### src/rtl/riscv_run_ctrl.sv
// Run controller for a RISC-V core: holds the core in reset, runs it, and stops on
// a tohost write, an EBREAK retire or a cycle-budget timeout, latching the outcome.
module riscv_run_ctrl #(
    parameter int unsigned          RST_CYCLES  = 4,
    parameter int unsigned          MAX_CYCLES  = 100,
    parameter int                   CNT_W       = 32,
    parameter int                   XLEN        = 32,
    parameter logic [XLEN-1:0]      TOHOST_ADDR = 32'h0000_0FFC
) (
    input  logic                i_clk,
    input  logic                i_rst,
    input  logic                i_start,
    input  logic                i_dmem_wr_en,
    input  logic [XLEN-1:0]     i_dmem_addr,
    input  logic [XLEN-1:0]     i_dmem_wdata,
    input  logic                i_retire,
    input  logic [XLEN-1:0]     i_retire_instr,
    output logic                o_core_rstn,
    output logic                o_busy,
    output logic                o_done,
    output logic                o_pass,
    output logic                o_timeout,
    output logic [XLEN-1:0]     o_exit_code,
    output logic [CNT_W-1:0]    o_cycle_cnt,
    output logic [CNT_W-1:0]    o_instret_cnt
);

    localparam logic [1:0] S_IDLE  = 2'd0;
    localparam logic [1:0] S_RESET = 2'd1;
    localparam logic [1:0] S_RUN   = 2'd2;
    localparam logic [1:0] S_DONE  = 2'd3;

    localparam int RST_W = (RST_CYCLES > 1) ? $clog2(RST_CYCLES) : 1;

    localparam logic [XLEN-1:0]  EBREAK_INSTR = XLEN'(32'h0010_0073);
    localparam logic [RST_W-1:0] RST_LAST     = RST_W'(RST_CYCLES - 1);
    localparam logic [CNT_W-1:0] CYCLE_LAST   = CNT_W'(MAX_CYCLES - 1);
    localparam logic [CNT_W-1:0] CNT_ONE      = CNT_W'(1);

    logic [1:0]         r_state;
    logic [1:0]         w_next_state;
    logic [RST_W-1:0]   r_rst_cnt;
    logic               r_core_rstn;
    logic               r_busy;
    logic               r_done;
    logic               r_pass;
    logic               r_timeout;
    logic [XLEN-1:0]    r_exit_code;
    logic [CNT_W-1:0]   r_cycle_cnt;
    logic [CNT_W-1:0]   r_instret_cnt;

    logic               w_in_run;
    logic               w_hit_tohost;
    logic               w_hit_ebreak;
    logic               w_hit_timeout;
    logic               w_stop;
    logic               w_rst_last;

    // Event decode is qualified by RUN so snoop traffic during core reset is ignored.
    always_comb begin
        w_in_run      = (r_state == S_RUN);
        w_hit_tohost  = w_in_run && i_dmem_wr_en && (i_dmem_addr == TOHOST_ADDR);
        w_hit_ebreak  = w_in_run && i_retire && (i_retire_instr == EBREAK_INSTR);
        w_hit_timeout = w_in_run && (r_cycle_cnt == CYCLE_LAST);
        w_stop        = w_hit_tohost || w_hit_ebreak || w_hit_timeout;
        w_rst_last    = (r_state == S_RESET) && (r_rst_cnt == RST_LAST);
    end

    always_comb begin
        w_next_state = r_state;
        case (r_state)
            S_IDLE:  if (i_start)   w_next_state = S_RESET;
            S_RESET: if (w_rst_last) w_next_state = S_RUN;
            S_RUN:   if (w_stop)    w_next_state = S_DONE;
            S_DONE:  if (i_start)   w_next_state = S_RESET;
            default:                w_next_state = S_IDLE;
        endcase
    end

    // Status outputs are registered from the next state so they line up with r_state.
    always_ff @(posedge i_clk) begin
        if (i_rst) begin
            r_state       <= S_IDLE;
            r_rst_cnt     <= '0;
            r_core_rstn   <= 1'b0;
            r_busy        <= 1'b0;
            r_done        <= 1'b0;
            r_pass        <= 1'b0;
            r_timeout     <= 1'b0;
            r_exit_code   <= '0;
            r_cycle_cnt   <= '0;
            r_instret_cnt <= '0;
        end else begin
            r_state     <= w_next_state;
            r_core_rstn <= (w_next_state == S_RUN);
            r_busy      <= (w_next_state == S_RESET) || (w_next_state == S_RUN);
            r_done      <= (w_next_state == S_DONE);

            case (r_state)
                S_IDLE, S_DONE: begin
                    if (i_start) begin
                        r_rst_cnt     <= '0;
                        r_pass        <= 1'b0;
                        r_timeout     <= 1'b0;
                        r_exit_code   <= '0;
                        r_cycle_cnt   <= '0;
                        r_instret_cnt <= '0;
                    end
                end
                S_RESET: begin
                    r_rst_cnt <= r_rst_cnt + RST_W'(1);
                end
                S_RUN: begin
                    r_cycle_cnt <= r_cycle_cnt + CNT_ONE;
                    if (i_retire) begin
                        r_instret_cnt <= r_instret_cnt + CNT_ONE;
                    end
                    // Priority tohost > ebreak > timeout; only the winner is latched.
                    if (w_hit_tohost) begin
                        r_pass      <= (i_dmem_wdata == XLEN'(1));
                        r_exit_code <= i_dmem_wdata >> 1;
                        r_timeout   <= 1'b0;
                    end else if (w_hit_ebreak) begin
                        r_pass      <= 1'b0;
                        r_exit_code <= '1;
                        r_timeout   <= 1'b0;
                    end else if (w_hit_timeout) begin
                        r_pass      <= 1'b0;
                        r_exit_code <= '0;
                        r_timeout   <= 1'b1;
                    end
                end
                default: begin
                    r_rst_cnt <= '0;
                end
            endcase
        end
    end

    assign o_core_rstn   = r_core_rstn;
    assign o_busy        = r_busy;
    assign o_done        = r_done;
    assign o_pass        = r_pass;
    assign o_timeout     = r_timeout;
    assign o_exit_code   = r_exit_code;
    assign o_cycle_cnt   = r_cycle_cnt;
    assign o_instret_cnt = r_instret_cnt;

endmodule

### config.mk
export PLATFORM = sky130hd
export DESIGN_NAME = riscv_run_ctrl
export DESIGN_NICKNAME = d
export VERILOG_FILES = /design/src/rtl/riscv_run_ctrl.sv
export SDC_FILE = /design/constraint.sdc
export NUM_CORES = 1
export LEC_CHECK = 0
export ABC_AREA = 1
export BUFFER_PORTS_ARGS = -buffer_cell sky130_fd_sc_hd__clkbuf_2
export CORE_MARGIN = 3
export CORE_UTILIZATION = 40
export DETAILED_ROUTE_END_ITERATION = 8
export PLACE_DENSITY = 0.76
export SYNTH_ARGS = -nofsm -noshare
export SYNTH_HDL_FRONTEND = slang
export SYNTH_SLANG_ARGS = --single-unit
### constraint.sdc
create_clock -name i_clk -period 2.7 [get_ports i_clk]
set_clock_uncertainty 0.2 [all_clocks]
set_input_delay 0.27 -clock i_clk [delete_from_list [all_inputs] [get_ports i_clk]]
set_output_delay 0.27 -clock i_clk [all_outputs]
set_load 0.005 [all_outputs]
# Yosys cells after proc, flatten, opt, wreduce, memory -nomap -nowiden
# Cells that the tools add are included.
[totals] inputBits=101 ff_bits=105
[op_classes] n_eq_ne=14 muxes=23 addsub=3 n_reduce_logical=17
[ops] op="32-bit one-hot mux with 2 select lines" count=3
[ops] op="32-bit 2-to-1 mux" count=5
[ops] op="32-bit by 1-bit adder with 32-bit output, second input constant" count=2
[ops] op="32-bit by 1-bit equality test with 1-bit output, second input constant" count=1
[ops] op="32-bit by 12-bit equality test with 1-bit output, second input constant" count=1
[ops] op="32-bit by 21-bit equality test with 1-bit output, second input constant" count=1
[ops] op="32-bit by 7-bit equality test with 1-bit output, second input constant" count=1
[ops] op="2-bit equality test, second input constant" count=5
[ops] op="2-bit 2-to-1 mux" count=4
[ops] op="1-bit 2-to-1 mux" count=7
[ops] op="1-bit logical AND" count=6
[ops] op="2-bit one-hot mux with 3 select lines" count=1
[ops] op="3-bit AND reduction" count=2
[ops] op="2-bit by 1-bit equality test with 1-bit output, second input constant" count=2
[ops] op="4-bit by 1-bit != test with 1-bit output, second input constant" count=1
[ops] op="1-bit one-hot mux with 2 select lines" count=2
[ops] op="2-bit one-hot mux with 2 select lines" count=1
[ops] op="2-bit AND reduction" count=2
[ops] op="2-bit nonzero test" count=2
[ops] op="1-bit logical OR" count=3
[ops] op="2-bit by 1-bit adder with 2-bit output, second input constant" count=1
[ops] op="2-bit zero test" count=1
[ops] op="2-bit by 1-bit != test with 1-bit output, second input constant" count=1
[ops] op="2-bit != test, second input constant" count=1
[ops] op="2-bit OR reduction" count=1

# Logic depth before layout (Yosys ltp)
# Gate-level depths: netlist of the first run.
[logic_depth] ltp_word=9 ltp_mapped=17

# Worst setup path after synthesis of the first run
# OpenSTA, ideal clock, no wires.
[synth_path] path_type="reg-to-reg" from="reg r_state[0]" to="reg r_busy, in the netlist o_busy" period_less_slack_ns=2.213 setup_slack_ns=0.487 arrival_ns=1.946 setup_time_ns=0.066 stages_incl_launch_ff=17 required_time_ns=2.434 cell_sequence="dfxtp_1 inv_1 ha_1 inv_2 nor2_1 nand2_1 nor2_1 nand3_1 clkbuf_1 nand4_1 nand2_1 nand2_1 nand2_1 nand2_1 inv_1 ha_1 nor2_1"
[synth_between] elab_chain_cells=9 word_cells_on_any_way=20 classes_between="eq/ne (5); mux (4); reduce/logical (11)"
[synth_rtl] item="start, declared" line="40" source="logic [1:0] r_state;"
[synth_rtl] item="start signal, assigned" line="94" source="r_state <= w_next_state;"
[synth_rtl] item="2-bit equality test" line="61, 71"
[synth_rtl] item="1-bit logical AND, on equally long branches (2 in series)" line="62, 63"
[synth_rtl] item="1-bit logical OR (2 in series)" line="65" source="w_stop = w_hit_tohost || w_hit_ebreak || w_hit_timeout;"
[synth_rtl] item="2-bit 2-to-1 mux" line="74" source="S_RUN: if (w_stop) w_next_state = S_DONE;"
[synth_rtl] item="2-bit one-hot mux with 3 select lines (*)" line="71" source="case (r_state)"
[synth_rtl] item="net w_next_state[0]" line="41" source="logic [1:0] w_next_state;"
[synth_rtl] item="2-bit by 1-bit equality test with 1-bit output or 2-bit equality test (tied branches)" line="96" source="r_busy <= (w_next_state == S_RESET) || (w_next_state == S_RUN);"
[synth_rtl] item="1-bit logical OR (*)" line="96"
[synth_rtl] item="end signal, assigned" line="96"
[synth_rtl] item="end, declared" line="44" source="logic r_busy;"
# The timed path passes the listed nets; every way through them passes the cells marked *.
# A chain may end at the register's enable or synchronous reset.

# Worst setup path after layout of the first run
[layout_path] from="reg r_state[0]" to="reg r_cycle_cnt[28], in the netlist o_cycle_cnt[28]"
[layout_between] elab_chain_cells=4 word_cells_on_any_way=8 classes_between="eq/ne (3); mux (1); reduce/logical (4)"
[layout_rtl] item="2-bit equality test or 2-bit zero test (tied branches)" line="99" source="case (r_state)"
[layout_rtl] item="2-bit OR reduction (no source line)"
[layout_rtl] item="2-bit by 1-bit != test with 1-bit output (no source line) or 2-bit nonzero test (tied branches)"
[layout_rtl] item="2-bit AND reduction (no source line)"
[layout_rtl] item="end signal, assigned" line="114" source="r_cycle_cnt <= r_cycle_cnt + CNT_ONE;"
[layout_rtl] item="end, declared" line="49" source="logic [CNT_W-1:0] r_cycle_cnt;"
# Several ways; a longest one is shown, not always the timed one.

==> impl_results.md, run 1 <==
- Status: finished, final reports clean
- Yosys warns: 0
- Vias in the first global route: 5731
- Clk_lat worst skew: approximately 350 ps
- Crit path DAT: 2480 ps
- Maximum capacitance violations: 0
- Buf/Inv on CP: 1
- Syn avg cell area: around 6.4 µm²
- Final Util: 0.524
- 1st-pass router iterations: 5
- Tcrit/Tclk final: 0.904
- Synth Flop Type: dfxtp_1
- Worst setup EP type: register
- CTS tree: done
- Top Ports: 202
- Critical Path Source Type: register
- Largest area contributor in the netlist: dfxtp_1
- Worst vdd ir: roughly 0.46 mV
- Final setup vio count: 0
- Clk Tree Root Cell: clkbuf_16
- FP Rows: 43
- Die height: 127 µm
- Max clock buf depth: 2
- Synthesized area: 0.00583 mm²
- EDFF count, synth: 0
- Hold Path Origin: i_dmem_wdata[19]
- Async SR Flop Fraction: 0
- Total CTS buffers: 9
- Synthesis-stage register bit count: 105
- Hold Crit Class: input port to register
- Gpl congestion: 0.874
- Crit-path cells: inv_1, ha_1, nand2_2, nand2_2, nor2_4, nand2_2, nor2_4, nand3_2, nor2_4, nand4_1, o21ai_0, nor2_1
- H-tree levels: 3
- Via Count: 6365
- Die ar.: around 0.016 mm²
- Setup tns final: 0 ps
- Number of buffers added on ports: about 200
- WL/cell: around 13 µm
- Syn Nets: roughly 1000
- Gr ovfl total: 0
- Starting Density: 0.414
- Die outline width: 127 µm
- Post-route design area: approximately 0.0074 mm²
- Routed vias/inst: about 4.9
- Total wire length: about 17 mm
- Synth area leaders: dfxtp_1, nor2_1, nand2_1
- Fmax achieved: between 400 and 500 MHz
- Worst-Margin Slew: roughly 560 ps
- Worst r2r src: r_state[0]$_SDFF_PP0_
- Yosys top cell area share: 0.360
- Starting DRT DRC Count: 353
- Hpwl dp: 12.8 mm
- CP startpoint: r_state[0]$_SDFF_PP0_
- CP peak stage delay: about 380 ps
- CP max stage cell: dfxtp_1
- CP delay by family, top: simple AND/OR/NAND/NOR gates
- Layout net count: 1218
- CTS clk-pin slew, worst paths: 70 ps
- PD cells: 776 mW/mm²
- Slew Viols, Final: 0
- WHS: ~100 ps
- Drc violations: 0
- Most frequent cells in the layout: nor2_1, clkbuf_2, nand2_1
- First-pass GRT wire length: 27.3 mm
- Syn-to-layout area delta: 26.7%
- Tmin final: ~2400 ps
- Total core area: about 0.014 mm²
- Leakage: 3.51 nW
- Fillers: 1445
- Commonest non-fill, non-tap cell in the layout: nor2_1
- Routed Antenna Nets: 0
- CP Data Required Time: 2740 ps
- Worst-path fanout max: 8
- Largest net degree at the start of global routing: 34
- Initial antenna violation count: 0
- Gate Count Post-Synth: ~900
- Ant diodes: 0
- Post-synth cell types: 39
- Total clock sinks: 105
- Crit Path Class: register to register
- Gr usage total: 0.203
- Fraction of layout cells with a size suffix above 1: 0.236
- Relative slew slack: 0.624
- RSZ-0062 raised after global routing: no
- Final hold viol count: 0
- Sequential element share of the synthesized area: 0.360
- Post-DP Area: 0.00706 mm²
## cell usage after synthesis (2+ instances only)
master and n:
a31oi_1 2, xor2_1 3, nor4_1 5, nand2_4 2
nand3_1 28, inv_1 123, a21o_1 5, a21oi_1 77
and2_1 3, nand3b_1 2, clkbuf_1 12, dfxtp_1 105
a211oi_1 4, nand2_2 9, nor2_1 204, o21ai_0 62
o21ai_1 7, inv_2 4, buf_2 12, nor2_2 3
nand2_1 143, nand4_1 36, nor3_1 29, ha_1 8
buf_1 2, nor2_4 5, nand3_2 2, nor3b_2 2
## state kept, by name, indices dropped and copies added (netlist names)
| register | cells |
|---|---|
| o_timeout | 1 |
| r_rst_cnt | 2 |
| r_state | 2 |
| o_busy | 1 |
| o_done | 1 |
| o_cycle_cnt | 32 |
| o_instret_cnt | 32 |
| o_exit_code | 32 |
| o_pass | 1 |
| o_core_rstn | 1 |
## routing by layer
metal | vias to the layer above | GRT usage | part of all wire
li1 | 3344 | - | -
met1 | 2793 | 0.274 | 0.45
met2 | 206 | 0.324 | 0.46
met3 | 22 | 0.0518 | 0.071
met4 | 0 | 0.0562 | 0.017
met5 | - | 0 | 0
## what timing repair did
item,4_1_cts,5_1_grt
resized for setup,0,6
hold buffers,0,0
endpoints found under the hold margin,0,0
setup buffers,0,0
endpoints found under the setup margin,0,33
## kinds of logic after synthesis
group,synth area share
AO/OA/AOI/OAI,0.145
XOR/XNOR,0.00601
adder cells (fa/ha/maj),0.0172
buffers and inverters,0.102
flip-flops,0.360
AND/OR/NAND/NOR,0.369
## area by class of cell
cell class / instances / area, µm² / share of cell area
clock buffer: 11 / 233 / 0.0315
clock inverter: 5 / 78.8 / 0.0107
inverter: 127 / 483 / 0.0653
multi-input combinational: 651 / 3140 / 0.425
sequential: 105 / 2100 / 0.284
tap: 180 / 225 / 0.0305
timing repair buffer: 215 / 1130 / 0.153
## worst register-to-register path: stages (launching register included)
cell     delay (ps)
dfxtp_1         380
inv_1           100
ha_1            370
nand2_2         120
nand2_2         140
nor2_4          130
nand2_2         100
nor2_4          130
nand3_2         130
nor2_4          170
nand4_1         130
o21ai_0         200
nor2_1           50
## metrics by stage
stage               total power [mW]  worst slack [ps]  cells
floorplan                       3.49               487    910
global placement                4.30               182   1278
detailed placement              4.34               173   1278
CTS                             5.77               162   1294
global route                    6.20              26.5   1294
finish                          5.73               259   1294
## power breakdown
part | switching (mW) | leakage, nW | internal, mW | total (mW)
logic | 1.44 | 2.50 | 0.819 | 2.26
clock network | 0.587 | 0.154 | 0.815 | 1.40
registers | 0.189 | 0.853 | 1.88 | 2.07
total | 2.22 | 3.51 | 3.52 | 5.73
## worst paths after layout
path                            slack [ps]                      endpoint  depth (start not counted)
worst max register to register         260  o_cycle_cnt[28]$_SDFFE_PP0P_                         12
worst min register to register         270     r_rst_cnt[1]$_SDFFE_PP0P_                          2
worst max-delay path                   260  o_cycle_cnt[28]$_SDFFE_PP0P_                         12
worst min-delay path                   100  o_exit_code[18]$_SDFFE_PP0P_                          5
No activity file was read; power rests on OpenSTA's default activity.
==> run 2, diff against run 1 <==
--- a/config.mk
+++ b/config.mk
@@ -7,10 +7,12 @@
 export LEC_CHECK = 0
 export ABC_AREA = 1
 export BUFFER_PORTS_ARGS = -buffer_cell sky130_fd_sc_hd__clkbuf_2
+export CELL_PAD_IN_SITES_DETAIL_PLACEMENT = 0
+export CELL_PAD_IN_SITES_GLOBAL_PLACEMENT = 1
 export CORE_MARGIN = 3
-export CORE_UTILIZATION = 40
+export CORE_UTILIZATION = 34
 export DETAILED_ROUTE_END_ITERATION = 8
-export PLACE_DENSITY = 0.76
+export PLACE_DENSITY = 0.9
 export SYNTH_ARGS = -nofsm -noshare
 export SYNTH_HDL_FRONTEND = slang
 export SYNTH_SLANG_ARGS = --single-unit
==> run 2 against run 1 <==
  * Register-to-register slack about the same
  * Count of clock-buffer cells in the layout down 1
  * Final area up 0.34%
  * First-iteration DRC count up 5.9%
  * Clock power down 11%
  * Power down 2.4%
  * Sequential cell count unchanged
==> impl_results.md, run 2 (synthesis gave the netlist of run 1 again) <==
- RSZ-0062 raised after global routing: no
- Final setup vio count: 0
- Clk_lat worst skew: 350 ps
- PD cells: between 700 and 800 mW/mm²
- Most common cell on crit path: nand2_2
- GR Util met2: 0.315
- Vias in the first global route: about 6000
- Starting DRT DRC Count: 374
- Die ar.: approximately 0.019 mm²
- First-pass GRT wire length: ~29 mm
- Layout net count: 1220
- Setup ws final: around 270 ps
- Worst-path fanout max: 5
- GRT busiest layer: met2
- Worst r2r src: r_state[0]$_SDFF_PP0_
- Clk Tree Root Cell: clkbuf_16
- Sw frac: 0.401
- Gpl congestion: 0.864
- Most frequent cells in the layout: nor2_1, clkbuf_2, nand2_1
- Clk network pwr share: 0.224
- Reg2reg setup slack: between 200 and 300 ps
- Relative slew slack: 0.623
- Total core area: 0.0167 mm²
- Crit-path cells: inv_1, ha_1, nand2_2, nand2_2, nor3_4, nand2_2, nor2_4, nand2_2, nor2_2, nand2_1, o21ai_0, a21oi_1
- Tcrit/Tclk final: 0.901
- Fraction of layout cells with a size suffix above 1: 0.239
- Die height: 137 µm
- Routed vias/inst: 4.76
- Crit path to: o_cycle_cnt[21]$_SDFFE_PP0P_
- WL/cell: 13.2 µm
- Final Util: 0.444
- Die outline width: 137 µm
- Crit path DAT: 2480 ps
- GR Util met1: 0.244
- Buf/Inv on CP: 1
- Leakage: 3.51 nW
- Worst-Margin Slew: 564 ps
- Gr usage total: 0.189
- Via Count: 6359
- Switch Pwr: ~2.2 mW
- Design Power: 5.60 mW
- Post-CTS Setup Inserts: 0
- Commonest non-fill, non-tap cell in the layout: nor2_1
- Number of buffers added on ports: ~200
- H-tree levels: 3
- Gr ovfl total: 0
- Worst setup EP type: register
- Total wire length: 17.7 mm
- 1st-pass router iterations: 5
- Total CTS buffers: 9
- R2r worst-path depth: 12
- Setup tns final: 0 ps
- Syn-to-layout area delta: 27.2%
- Critical Path Source Type: register
- Top Ports: 202
- CP startpoint: r_state[0]$_SDFF_PP0_
- Starting Density: 0.349
- Ant diodes: 0
- Final hold viol count: 0
- Maximum capacitance violations: 0
- Fillers: about 1800
- Combinational fraction of design power: 0.406
- Fmax achieved: 411 MHz
- Total clock sinks: 105
- Critical Path Stages: 12
- CP delay by family, top: simple AND/OR/NAND/NOR gates
- Largest net degree at the start of global routing: 34
- FP Rows: 47
- CTS clk-pin slew, worst paths: 80 ps
- Internal: 3.35 mW
- Cts hold-fix bufs: 0
- CP Data Required Time: between 2000 and 3000 ps
- CP peak stage delay: 370 ps
- Crit Path Class: register to register
- Tmin final: 2430 ps
- Fraction of power consumed by sequential logic: 0.370
- Initial antenna violation count: 0
- CTS tree: done
- Max clock buf depth: 2
- Routed Antenna Nets: 0
- Slew Viols, Final: 0
- Cts repair resizes: 0
- CP max stage cell: dfxtp_1
- Grt met3 use: 0.0474
- Worst vdd ir: 0.468 mV
- R2r endpoint: o_cycle_cnt[21]$_SDFFE_PP0P_
- Hold Crit Class: input port to register
- Hpwl dp: 13.7 mm
- Worst slack, placed: between 150 and 200 ps
- Status: finished, final reports clean
- Drc violations: 0
==> run 2: cell types whose count changed in the layout (fill, tap and decap cells not counted), sizes merged <==
cell | previous run | this run
bufinv | 2 | 0
clkbuf | 212 | 211
inv | 127 | 129
clkinv | 2 | 3
buf | 14 | 16
==> run 2: area by class of cell <==
type,instances,area [µm²],area share
flip-flops and latches,105,2100,0.283
multi-input cells,651,3150,0.425
clock inverters,6,42.5,0.00574
repair buffers,217,1140,0.154
inverters,127,477,0.0643
well taps,220,275,0.0371
clock buffers,10,229,0.0309
==> run 2: how the worst min path moves through the flow <==
stage / start / endpoint / cells past startpoint
after CTS: i_dmem_wdata[8] / o_pass$_SDFFE_PP0P_ / 6
after global placement: r_rst_cnt[1]$_SDFFE_PP0P_ / r_rst_cnt[1]$_SDFFE_PP0P_ / 2
after floorplan: r_rst_cnt[1]$_SDFFE_PP0P_ / r_rst_cnt[1]$_SDFFE_PP0P_ / 2
after detailed placement: r_rst_cnt[1]$_SDFFE_PP0P_ / r_rst_cnt[1]$_SDFFE_PP0P_ / 2
final: i_dmem_wdata[8] / o_pass$_SDFFE_PP0P_ / 6
after global routing: i_dmem_wdata[31] / o_exit_code[30]$_SDFFE_PP0P_ / 5
==> run 2: per-layer routing <==
metal  part of all wire  wire (µm)
met1               0.45       7880
met3              0.065       1150
met2               0.47       8390
met4              0.014        244
met5                  0          0
==> run 2: power by group through the flow <==
stage	logic, mW	clock network (mW)	registers [mW]
2_1_floorplan	1.38	0	2.10
3_3_place_gp	2.26	0	2.11
3_5_place_dp	2.29	0	2.11
4_1_cts	2.30	1.29	2.08
5_1_grt	2.59	1.36	2.12
6_report	2.27	1.25	2.07
==> run 2: stage by stage <==
step	area (µm²)	cells	hold slack [ps]
after detailed placement	7130	1320	265
after global placement	7130	1320	256
after CTS	7400	1336	54.4
final	7420	1336	68.7
after floorplan	5830	910	244
after global routing	7420	1336	103
==> run 2: worst min-delay path, stage by stage <==
cell and delay [ps]:
clkbuf_2 70, nor2_1 40, nand3_1 70, nand2_1 50, nand2_1 50, nor2_1 30
==> run 3, diff against run 2 <==
==> constraint.sdc (replaced) <==
create_clock -name i_clk -period 2.25 [get_ports i_clk]
set_clock_uncertainty 0.2 [all_clocks]
set_input_delay 0.225 -clock i_clk [delete_from_list [all_inputs] [get_ports i_clk]]
set_output_delay 0.225 -clock i_clk [all_outputs]
set_load 0.005 [all_outputs]
==> run 3 against run 2 <==
  * Power increased by 31%
  * Non-clock buffer count increased by 44
  * Largest cell class unchanged
  * Global-route usage grew 0.26 points
==> impl_results.md, run 3 (synthesis gave the netlist of run 1 again) <==
- Status: finished, final reports clean
- Leakage: about 3.8 nW
- Hold Crit Class: input port to register
- Clk Tree Root Cell: clkbuf_16
- Routed vias/inst: between 4 and 5
- Worst-path fanout max: 5
- Maximum capacitance violations: 0
- Crit-path cells: inv_2, ha_4, nand2_4, buf_4, a21oi_4, nand2_2, nor2_4, nand2_4, nor2_8, nand2_4, nor2_4, nand2_1, nor3b_2
- Setup ws final: 95.5 ps
- Relative slew slack: 0.625
- Hpwl dp: 14.0 mm
- First-pass GRT wire length: 29.1 mm
- Die outline width: about 140 µm
- CP max stage cell: dfxtp_2
- Tmin final: about 2200 ps
- WL/cell: 13.1 µm
- Crit Path Class: register to register
- CP delay by family, top: simple AND/OR/NAND/NOR gates
- Ant diodes: 0
- PD cells: 929 mW/mm²
- Crit path DAT: around 2200 ps
- Worst r2r src: r_state[0]$_SDFF_PP0_
- Tcrit/Tclk final: 0.958
- Setup tns final: 0 ps
- Buf/Inv on CP: 2
- Worst vdd ir: 0.570 mV
- Worst setup EP type: register
- Slew Viols, Final: 0
- FP Rows: 47
- Vias in the first global route: 6090
- Worst-Margin Slew: 562 ps
- Number of buffers added on ports: ~200
- Post-route design area: 0.00789 mm²
- Top Ports: 202
- Syn-to-layout area delta: 35.3%
- Largest net degree at the start of global routing: 34
- Critical Path Source Type: register
- Max clock buf depth: 2
- CP peak stage delay: 330 ps
- Fmax achieved: 464 MHz
- Total wire length: 18.1 mm
- CP Data Required Time: 2300 ps
- Drc violations: 0
- CP startpoint: r_state[0]$_SDFF_PP0_
- Final setup vio count: 0
- Via Count: 6596
- Worst slack, placed: -95.6 ps
- Final hold viol count: 0
- Layout net count: 1264
- Design Power: approximately 7.3 mW
- H-tree levels: 3
- CTS tree: done
- Die height: 137 µm
- Most frequent cells in the layout: nor2_1, clkbuf_2, nand2_1
- Fraction of layout cells with a size suffix above 1: 0.280
- Hold Path Origin: i_dmem_wdata[8]
- RSZ-0062 raised after global routing: yes
- CTS clk-pin slew, worst paths: 70 ps
- Clk_lat worst skew: 360 ps
- Total clock sinks: 105
- Total core area: 0.0167 mm²
- Routed Antenna Nets: 0
- Die ar.: 0.0188 mm²
- Post-DP Area: 0.00747 mm²
- Most common cell on crit path: nand2_4
- Gpl congestion: 0.859
- Total CTS buffers: 9
- Gr usage total: 0.191
- Initial antenna violation count: 0
- Gr ovfl total: 0
- Starting Density: 0.349
- 1st-pass router iterations: 5
- Starting DRT DRC Count: roughly 390
## run 3: cell count changes in the layout (fill, tap and decap cells not counted), sizes merged
| cell | before | now |
|---|---|---|
| clkinvlp | 1 | 0 |
| clkinv | 3 | 2 |
| inv | 129 | 131 |
| buf | 16 | 60 |
## run 3: metrics by stage
stage	hold slack [ps]	instances	util
2_1_floorplan	244	910	-
3_3_place_gp	256	1362	0.447
3_5_place_dp	265	1362	0.447
4_1_cts	2.72	1378	0.466
5_1_grt	55.9	1380	0.473
6_report	22.4	1380	0.473
## run 3: final cells by class
type / count / area (µm²)
Fill cell: 1801 / 8810
Multi-Input combinational cell: 651 / 3230
Sequential cell: 105 / 2100
Timing Repair Buffer: 261 / 1510
Inverter: 127 / 482
Tap cell: 220 / 275
Clock buffer: 10 / 239
Clock inverter: 6 / 57.6
## run 3: report_power, final
group	switching [mW]	internal (mW)	total, mW
combinational	1.92	1.33	3.25
clock	0.798	0.811	1.61
sequential	0.211	2.26	2.47
total	2.93	4.40	7.33
## run 3: timing repair
| item | 4_1_cts | 5_1_grt |
|---|---|---|
| buffers inserted | 0 | 2 |
| gates resized for setup | 5 | 29 |
| pin swaps | 1 | 12 |
| setup endpoints to repair | 45 | 67 |
| hold buffers | 0 | 0 |
| gates cloned | 0 | 0 |
## run 3: worst paths after layout
kind	depth (start not counted)	slack, ps	endpoint
worst max-delay path	13	100	o_instret_cnt[23]$_SDFFE_PP0P_
worst max register to register	13	100	o_instret_cnt[23]$_SDFFE_PP0P_
worst min-delay path	6	20	o_pass$_SDFFE_PP0P_
worst min register to register	2	270	r_rst_cnt[1]$_SDFFE_PP0P_
## run 3: worst min-delay path, stage by stage
cell and delay (ps):
clkbuf_2 70, nor2_1 40, nand3_1 70, nand2_1 50
nand2_1 50, nor2_1 30
## run 3: layer usage
layer  track usage  share of wire  up-vias
met3        0.0426          0.060       22
li1              -              -     3421
met5             0              0        -
met1         0.249           0.44     2966
met2         0.322           0.48      187
met4        0.0460          0.015        0
